File: src/rtl/loader_pkg.sv
// Shared types and constants for the program loader.
// Holds the loader FSM state type, default framing constants and the address width.
package loader_pkg;

    localparam int PM_AW = 8;

    localparam logic [7:0]       DEF_SYNC_BYTE  = 8'hA5;
    localparam logic [PM_AW-1:0] DEF_START_ADDR = 8'h00;

    typedef enum logic [2:0] {
        IDLE,
        LEN,
        DATA,
        CHK,
        RESP
    } loader_state_t;

endpackage

File: src/rtl/loader_checksum.sv
// 8-bit additive checksum accumulator with clear and add-enable.
// Ports: clk, sync_reset, clear, add_en, din[7:0] in; sum[7:0] out (mod-256 running sum).
module loader_checksum (
    input  logic       clk,
    input  logic       sync_reset,
    input  logic       clear,
    input  logic       add_en,
    input  logic [7:0] din,
    output logic [7:0] sum
);

    always_ff @(posedge clk) begin
        if (sync_reset) begin
            sum <= 8'h00;
        end else if (clear) begin
            sum <= 8'h00;
        end else if (add_en) begin
            sum <= sum + din;
        end
    end

endmodule

File: src/rtl/program_loader.sv
// Framed byte-stream program loader: writes payload into program memory,
// verifies an additive checksum and holds the CPU in reset until an image passes.
// Ports: clk, sync_reset; host in_data/in_valid/in_ready; pm_wr_addr/pm_wr_data/pm_wren
// write port; cpu_hold, load_done (pulse), load_error (sticky), byte_count status.
module program_loader
    import loader_pkg::*;
#(
    parameter logic [PM_AW-1:0] START_ADDR = DEF_START_ADDR,
    parameter logic [7:0]       SYNC_BYTE  = DEF_SYNC_BYTE
) (
    input  logic             clk,
    input  logic             sync_reset,
    input  logic [7:0]       in_data,
    input  logic             in_valid,
    output logic             in_ready,
    output logic [PM_AW-1:0] pm_wr_addr,
    output logic [7:0]       pm_wr_data,
    output logic             pm_wren,
    output logic             cpu_hold,
    output logic             load_done,
    output logic             load_error,
    output logic [7:0]       byte_count
);

    loader_state_t state_q;
    loader_state_t state_d;

    logic [7:0] len_q;
    logic [7:0] sum;
    logic       accept;
    logic       is_sync;
    logic       last_byte;
    logic       chk_clear;
    logic       chk_add;

    assign in_ready = (state_q != RESP);
    assign accept   = in_valid && in_ready;
    assign is_sync  = (in_data == SYNC_BYTE);

    // LEN = 0 means 256 bytes: the count wraps to 0 on the 256th byte.
    assign last_byte = ((byte_count + 8'd1) == len_q);

    assign chk_clear = accept && (state_q == LEN);
    assign chk_add   = accept && (state_q == DATA);

    loader_checksum u_checksum (
        .clk        (clk),
        .sync_reset (sync_reset),
        .clear      (chk_clear),
        .add_en     (chk_add),
        .din        (in_data),
        .sum        (sum)
    );

    always_ff @(posedge clk) begin
        if (sync_reset) begin
            state_q <= IDLE;
        end else begin
            state_q <= state_d;
        end
    end

    always_comb begin
        state_d = state_q;
        unique case (state_q)
            IDLE: begin
                if (accept && is_sync) begin
                    state_d = LEN;
                end
            end
            LEN: begin
                if (accept) begin
                    state_d = DATA;
                end
            end
            DATA: begin
                if (accept && last_byte) begin
                    state_d = CHK;
                end
            end
            CHK: begin
                if (accept) begin
                    state_d = RESP;
                end
            end
            RESP: begin
                state_d = IDLE;
            end
            default: begin
                state_d = IDLE;
            end
        endcase
    end

    always_ff @(posedge clk) begin
        if (sync_reset) begin
            len_q      <= 8'h00;
            pm_wr_addr <= '0;
            pm_wr_data <= 8'h00;
            pm_wren    <= 1'b0;
            cpu_hold   <= 1'b1;
            load_done  <= 1'b0;
            load_error <= 1'b0;
            byte_count <= 8'h00;
        end else begin
            pm_wren   <= 1'b0;
            load_done <= 1'b0;
            case (state_q)
                IDLE: begin
                    // A reload halts a running program before any write lands.
                    if (accept && is_sync) begin
                        cpu_hold <= 1'b1;
                    end
                end
                LEN: begin
                    if (accept) begin
                        len_q      <= in_data;
                        byte_count <= 8'h00;
                        load_error <= 1'b0;
                    end
                end
                DATA: begin
                    if (accept) begin
                        pm_wren    <= 1'b1;
                        pm_wr_addr <= START_ADDR + byte_count;
                        pm_wr_data <= in_data;
                        byte_count <= byte_count + 8'd1;
                    end
                end
                CHK: begin
                    // Registered here so done/hold/error appear in the RESP cycle.
                    if (accept) begin
                        if (in_data == sum) begin
                            load_done <= 1'b1;
                            cpu_hold  <= 1'b0;
                        end else begin
                            load_error <= 1'b1;
                        end
                    end
                end
                default: begin
                end
            endcase
        end
    end

endmodule
File: config.mk
export PLATFORM = sky130hd
export DESIGN_NAME = program_loader
export DESIGN_NICKNAME = d
export VERILOG_FILES = /design/src/rtl/loader_pkg.sv /design/src/rtl/loader_checksum.sv /design/src/rtl/program_loader.sv
export SDC_FILE = /design/constraint.sdc
export NUM_CORES = 1
export LEC_CHECK = 0
export ABC_AREA = 1
export BUFFER_PORTS_ARGS = -buffer_cell sky130_fd_sc_hd__buf_4
export CAP_MARGIN = 20
export CORE_MARGIN = 1
export CORE_UTILIZATION = 60
export CTS_CLUSTER_SIZE = 30
export DETAILED_ROUTE_END_ITERATION = 12
export HOLD_SLACK_MARGIN = 0.03
export PLACE_DENSITY = 0.84
export SETUP_SLACK_MARGIN = 0.1
export SYNTH_ARGS = -nofsm -noshare
export SYNTH_HDL_FRONTEND = slang
export SYNTH_SLANG_ARGS = --single-unit
File: constraint.sdc
create_clock -name clk -period 3.3 [get_ports clk]
set_input_delay 0.66 -clock clk [delete_from_list [all_inputs] [get_ports clk]]
set_output_delay 0.66 -clock clk [all_outputs]
set_load 0.01 [all_outputs]
==> results.md <==
- The flip-flop cell with the highest count after synthesis is sky130_fd_sc_hd__dfxtp_1.
- The flow ran to the end, and the final reports show no timing, DRC or antenna violations.
- The worst hold path belongs to the class reg -> reg.
- The final setup violation count is 0.
- The number of pins with negative max-slew slack in the final report is 0.
- Among all cell types in the netlist, the one instantiated most often is sky130_fd_sc_hd__dfxtp_1.
- By instance count, the cell type seen most on the critical path is sky130_fd_sc_hd__nor2_1.
- The minimum clock period after layout is roughly 2.2 ns.
- The critical path class is reg -> reg.
- The detailed-route DRC error count is 0.
- The Yosys step of the flow raised 0 warnings.
- The global-route met1 utilization is 0.4038.
- The library cell occupying the most area in the post-synthesis netlist is sky130_fd_sc_hd__dfxtp_1.
- The peak per-stage delay on the critical path is between 0.5 and 0.6 ns.
- The routability congestion estimate from global placement is 0.8690.
- In this run the power density over the cells is about 600 mW/mm^2.
- After the first detailed-routing iteration, the DRC count stood at 206.
- Post-CTS timing repair inserted 0 buffers for setup.
- The power consumption is 1.708 mW.
- The HPWL after detailed placement is ~3800 um.
- The overall routed net length is about 5400 um.
- Walking the worst path, the cells encountered are inv_1 > nor2_1 > inv_2 > nor2_1 > inv_1 > nor2_1 > nor2_2 > nand2_1 > o22ai_1.
- Entering global routing, the biggest net connects 37 pins.
- After synthesis, the share of flip-flops with an asynchronous set or reset is 0.
- The first global-routing pass estimated ~9000 um of wire.
- The top achievable clock speed is ~460 MHz.
- The number of enable flip-flop cells after synthesis is 0.
- The antenna diode count is 0.
- After global routing the overflow that remains totals 0.
- The start point of the worst hold path is len_q[2].
- The CTS tree is done.
- The detail route stage leaves a number of antenna-violating nets equal to 0.
- At the pin with the least slew margin, the transition time is a little over 0.7 ns.
- For hold timing, the worst endpoint is len_q[2].
- The tool flagged a number of max-cap violations equal to 0.
- The largest individual stage delay along the critical path comes from the cell sky130_fd_sc_hd__nor2_1.
- The number of endpoints with negative hold slack in the final report came to 0.
- The share of synthesized area occupied by flip-flops and latches is 0.4019.
- The cell at the root of the clock tree is sky130_fd_sc_hd__clkbuf_8.
- The ratio of routed vias to standard cells is ~5.5.
- The count of cells in the finished layout, fillers not included, comes to 402.
- The total number of clock tree sinks is 47.
- The H-tree was split into 2 levels.
- For this run, global-route usage on met2 was measured as 0.4303.
- The destination of the worst register-to-register timing path is byte_count[2].
- The share of cells above drive strength 1 is 0.2090.
- The maximum count of clock buffers along a single path is 2.
- The arrival time reported for the critical path endpoint is 2.36 ns.
- The type of element capturing the critical path is a flip-flop.
- The initialized floorplan defines 22 standard-cell rows.
- The net count of the mapped netlist is between 300 and 400.
- The core region is 0.003689 mm^2.
- In this run, post-CTS repair resized a total of 0 instances.
- The clock edge transition at the registers on the reported setup and hold paths is ~0.10 ns.
- The worst register-to-register path begins at state_q[0].
- The later-pin clock latency in the skew report is about 0.30 ns.
- For this block, the via count after detailed routing is approximately 2,200.
- The number of clock buffers inserted by TritonCTS is 5.
- The die footprint is 0.004156 mm^2.
- The wire length per cell after detailed routing is ~13 um.
- Adding up every negative setup slack in the final design gives 0 ns.
- The number of input and output port buffers inserted is 39.
- The fraction of post-synthesis cell area in the top cell type by area is 0.4019.
- The synthesized netlist cell count is 314.
- Pin placement for this block handled 40 I/O pins.
- In this run the cell area of the synthesized design comes to roughly 0.0023 mm^2.
- The global routing usage summed across all routing layers is 0.2809.
- The synthesized design contains 47 register bits.
- Sorting the synthesized cells by area gives the leading types as sky130_fd_sc_hd__dfxtp_1 40%, sky130_fd_sc_hd__o21ai_0 7.5%, sky130_fd_sc_hd__nand2_1 7.4%, sky130_fd_sc_hd__a21oi_1 6.4%, sky130_fd_sc_hd__inv_1 5.3%.
- The final worst clock skew is ~0.008 ns.
- The horizontal extent of the die is between 60 and 70 um.
- The mean post-synth cell area is around 7.5 um^2.
- The setup slack of the most critical reg-to-reg path is 1.13 ns.
- The type of origin of the critical path is a flip-flop.
- After the last flow step, the layout net total stands at ~370.
- For this configuration, the core starts out at a cell density of 0.6347.
- The via count of the first global-routing pass is about 1,900.
- The worst hold path was traced through 2 stages.
- The final core utilization is 0.7541.
- Compared with the post-synthesis result, the final layout area differs by 18.81%.
- Of all nets on the critical path, the largest fanout is 11.
- The analysis attributes to cell leakage a power of 1.257 nW.
- After synthesis, the netlist uses 31 different library cells.
- The placed instance count is between 300 and 400.
- Dividing the final minimum period by the clock period gives 0.6571.
- Setup repair after global routing left no endpoint under its margin.
- The layer flagged by global routing as most heavily used is met2.
- In this run the tightest slew margin relative to its limit is 0.5135.
- The worst reg-to-reg path cell count is 9.
- Buffers inserted to repair hold after CTS numbered 0.
- The die height is 64.47 um.
- The pre-antenna-repair detailed-routing pass consisted of 6 iterations.
- In the synthesized netlist, the cells that appear most often are 47 x sky130_fd_sc_hd__dfxtp_1, 46 x sky130_fd_sc_hd__nand2_1, 35 x sky130_fd_sc_hd__o21ai_0.
- The maximum resistive drop on vdd is between 0.0003 and 0.0004 V.
- The required time of the critical path is around 3.5 ns.
- The routing usage on met3 is 0.05810.
- On the final layout, the worst hold slack is roughly 0.49 ns.
- The initial antenna violation count came to 0.
## where the power goes
| group | internal, mW | switching (mW) | total, mW | leakage, nW |
|---|---|---|---|---|
| Clock | 0.230 | 0.207 | 0.437 | 0.0587 |
| Sequential | 0.655 | 0.0566 | 0.711 | 0.381 |
| Combinational | 0.218 | 0.342 | 0.559 | 0.817 |
| Total | 1.10 | 0.605 | 1.71 | 1.26 |
## placed cells by master, fill, tap and decap left out, types with 4 or more instances in the layout
master                      n
sky130_fd_sc_hd__nor2_2     4
sky130_fd_sc_hd__a21oi_1   30
sky130_fd_sc_hd__inv_1     33
sky130_fd_sc_hd__nor2_1    28
sky130_fd_sc_hd__nor2_4     4
sky130_fd_sc_hd__nand2_1   46
sky130_fd_sc_hd__nand4_1    5
sky130_fd_sc_hd__clkbuf_8   5
sky130_fd_sc_hd__nand3_1   21
sky130_fd_sc_hd__buf_4     40
sky130_fd_sc_hd__xor2_1     4
sky130_fd_sc_hd__nand2_2    5
sky130_fd_sc_hd__o21ai_0   35
sky130_fd_sc_hd__ha_1       8
sky130_fd_sc_hd__inv_2      9
sky130_fd_sc_hd__dfxtp_1   47
## critical path: cells and delay by family, from the launching register on
| family | cells | cell delay (ns) |
|---|---|---|
| AO/OA/AOI/OAI | 1 | 0.10 |
| AND/OR/NAND/NOR | 5 | 1.41 |
| buffers and inverters | 3 | 0.20 |
| flip-flops | 1 | 0.34 |
## flip-flops by register name (all words and copies together) (netlist names)
| signal | cells |
|---|---|
| byte_count | 8 |
| cpu_hold | 1 |
| state_q | 3 |
| pm_wren | 1 |
| len_q | 8 |
| load_done | 1 |
| pm_wr_addr | 8 |
| load_error | 1 |
| u_checksum.sum | 8 |
| pm_wr_data | 8 |
## routing by layer
layer / vias up / wire length (um) / part of all wire
met5: - / 0 / 0
met4: 0 / 55 / 0.010
met3: 9 / 374 / 0.070
met2: 79 / 2448 / 0.46
met1: 1001 / 2491 / 0.46
li1: 1122 / - / -
## per-stage QoR
stage | cell area, um^2 | setup slack [ns]
after floorplan | 2341 | 1.254
after CTS | 2781 | 1.182
after global placement | 2665 | 1.068
after global routing | 2781 | 0.9794
after detailed placement | 2665 | 1.025
final | 2781 | 1.132
## how the worst max path moves through the flow
stage,from,end
4_1_cts,state_q[0],byte_count[0]
5_1_grt,state_q[0],byte_count[2]
6_report,state_q[0],byte_count[2]
3_5_place_dp,in_data[0],u_checksum.sum[6]
2_1_floorplan,in_data[0],u_checksum.sum[6]
3_3_place_gp,in_data[0],u_checksum.sum[6]
## cells by family after synthesis
group                    count (synthesis)  share of synthesized area
adder cells (fa/ha/maj)                  9                    0.05131
AND/OR/NAND/NOR                        121                     0.2459
AO/OA/AOI/OAI                           79                     0.1876
XOR/XNOR                                 7                    0.02619
multiplexers                             1                   0.004276
flip-flops                              47                     0.4019
buffers and inverters                   50                    0.08284
## final cells by class
class	count	area (um^2)
multi-input cells	217	1206
well taps	48	60.06
clock buffers	5	68.82
inverters	42	157.7
clock inverters	3	47.55
repair buffers	40	300.3
fillers	305	907.1
flip-flops and latches	47	940.9
No activity file was read; power rests on OpenSTA's default activity.
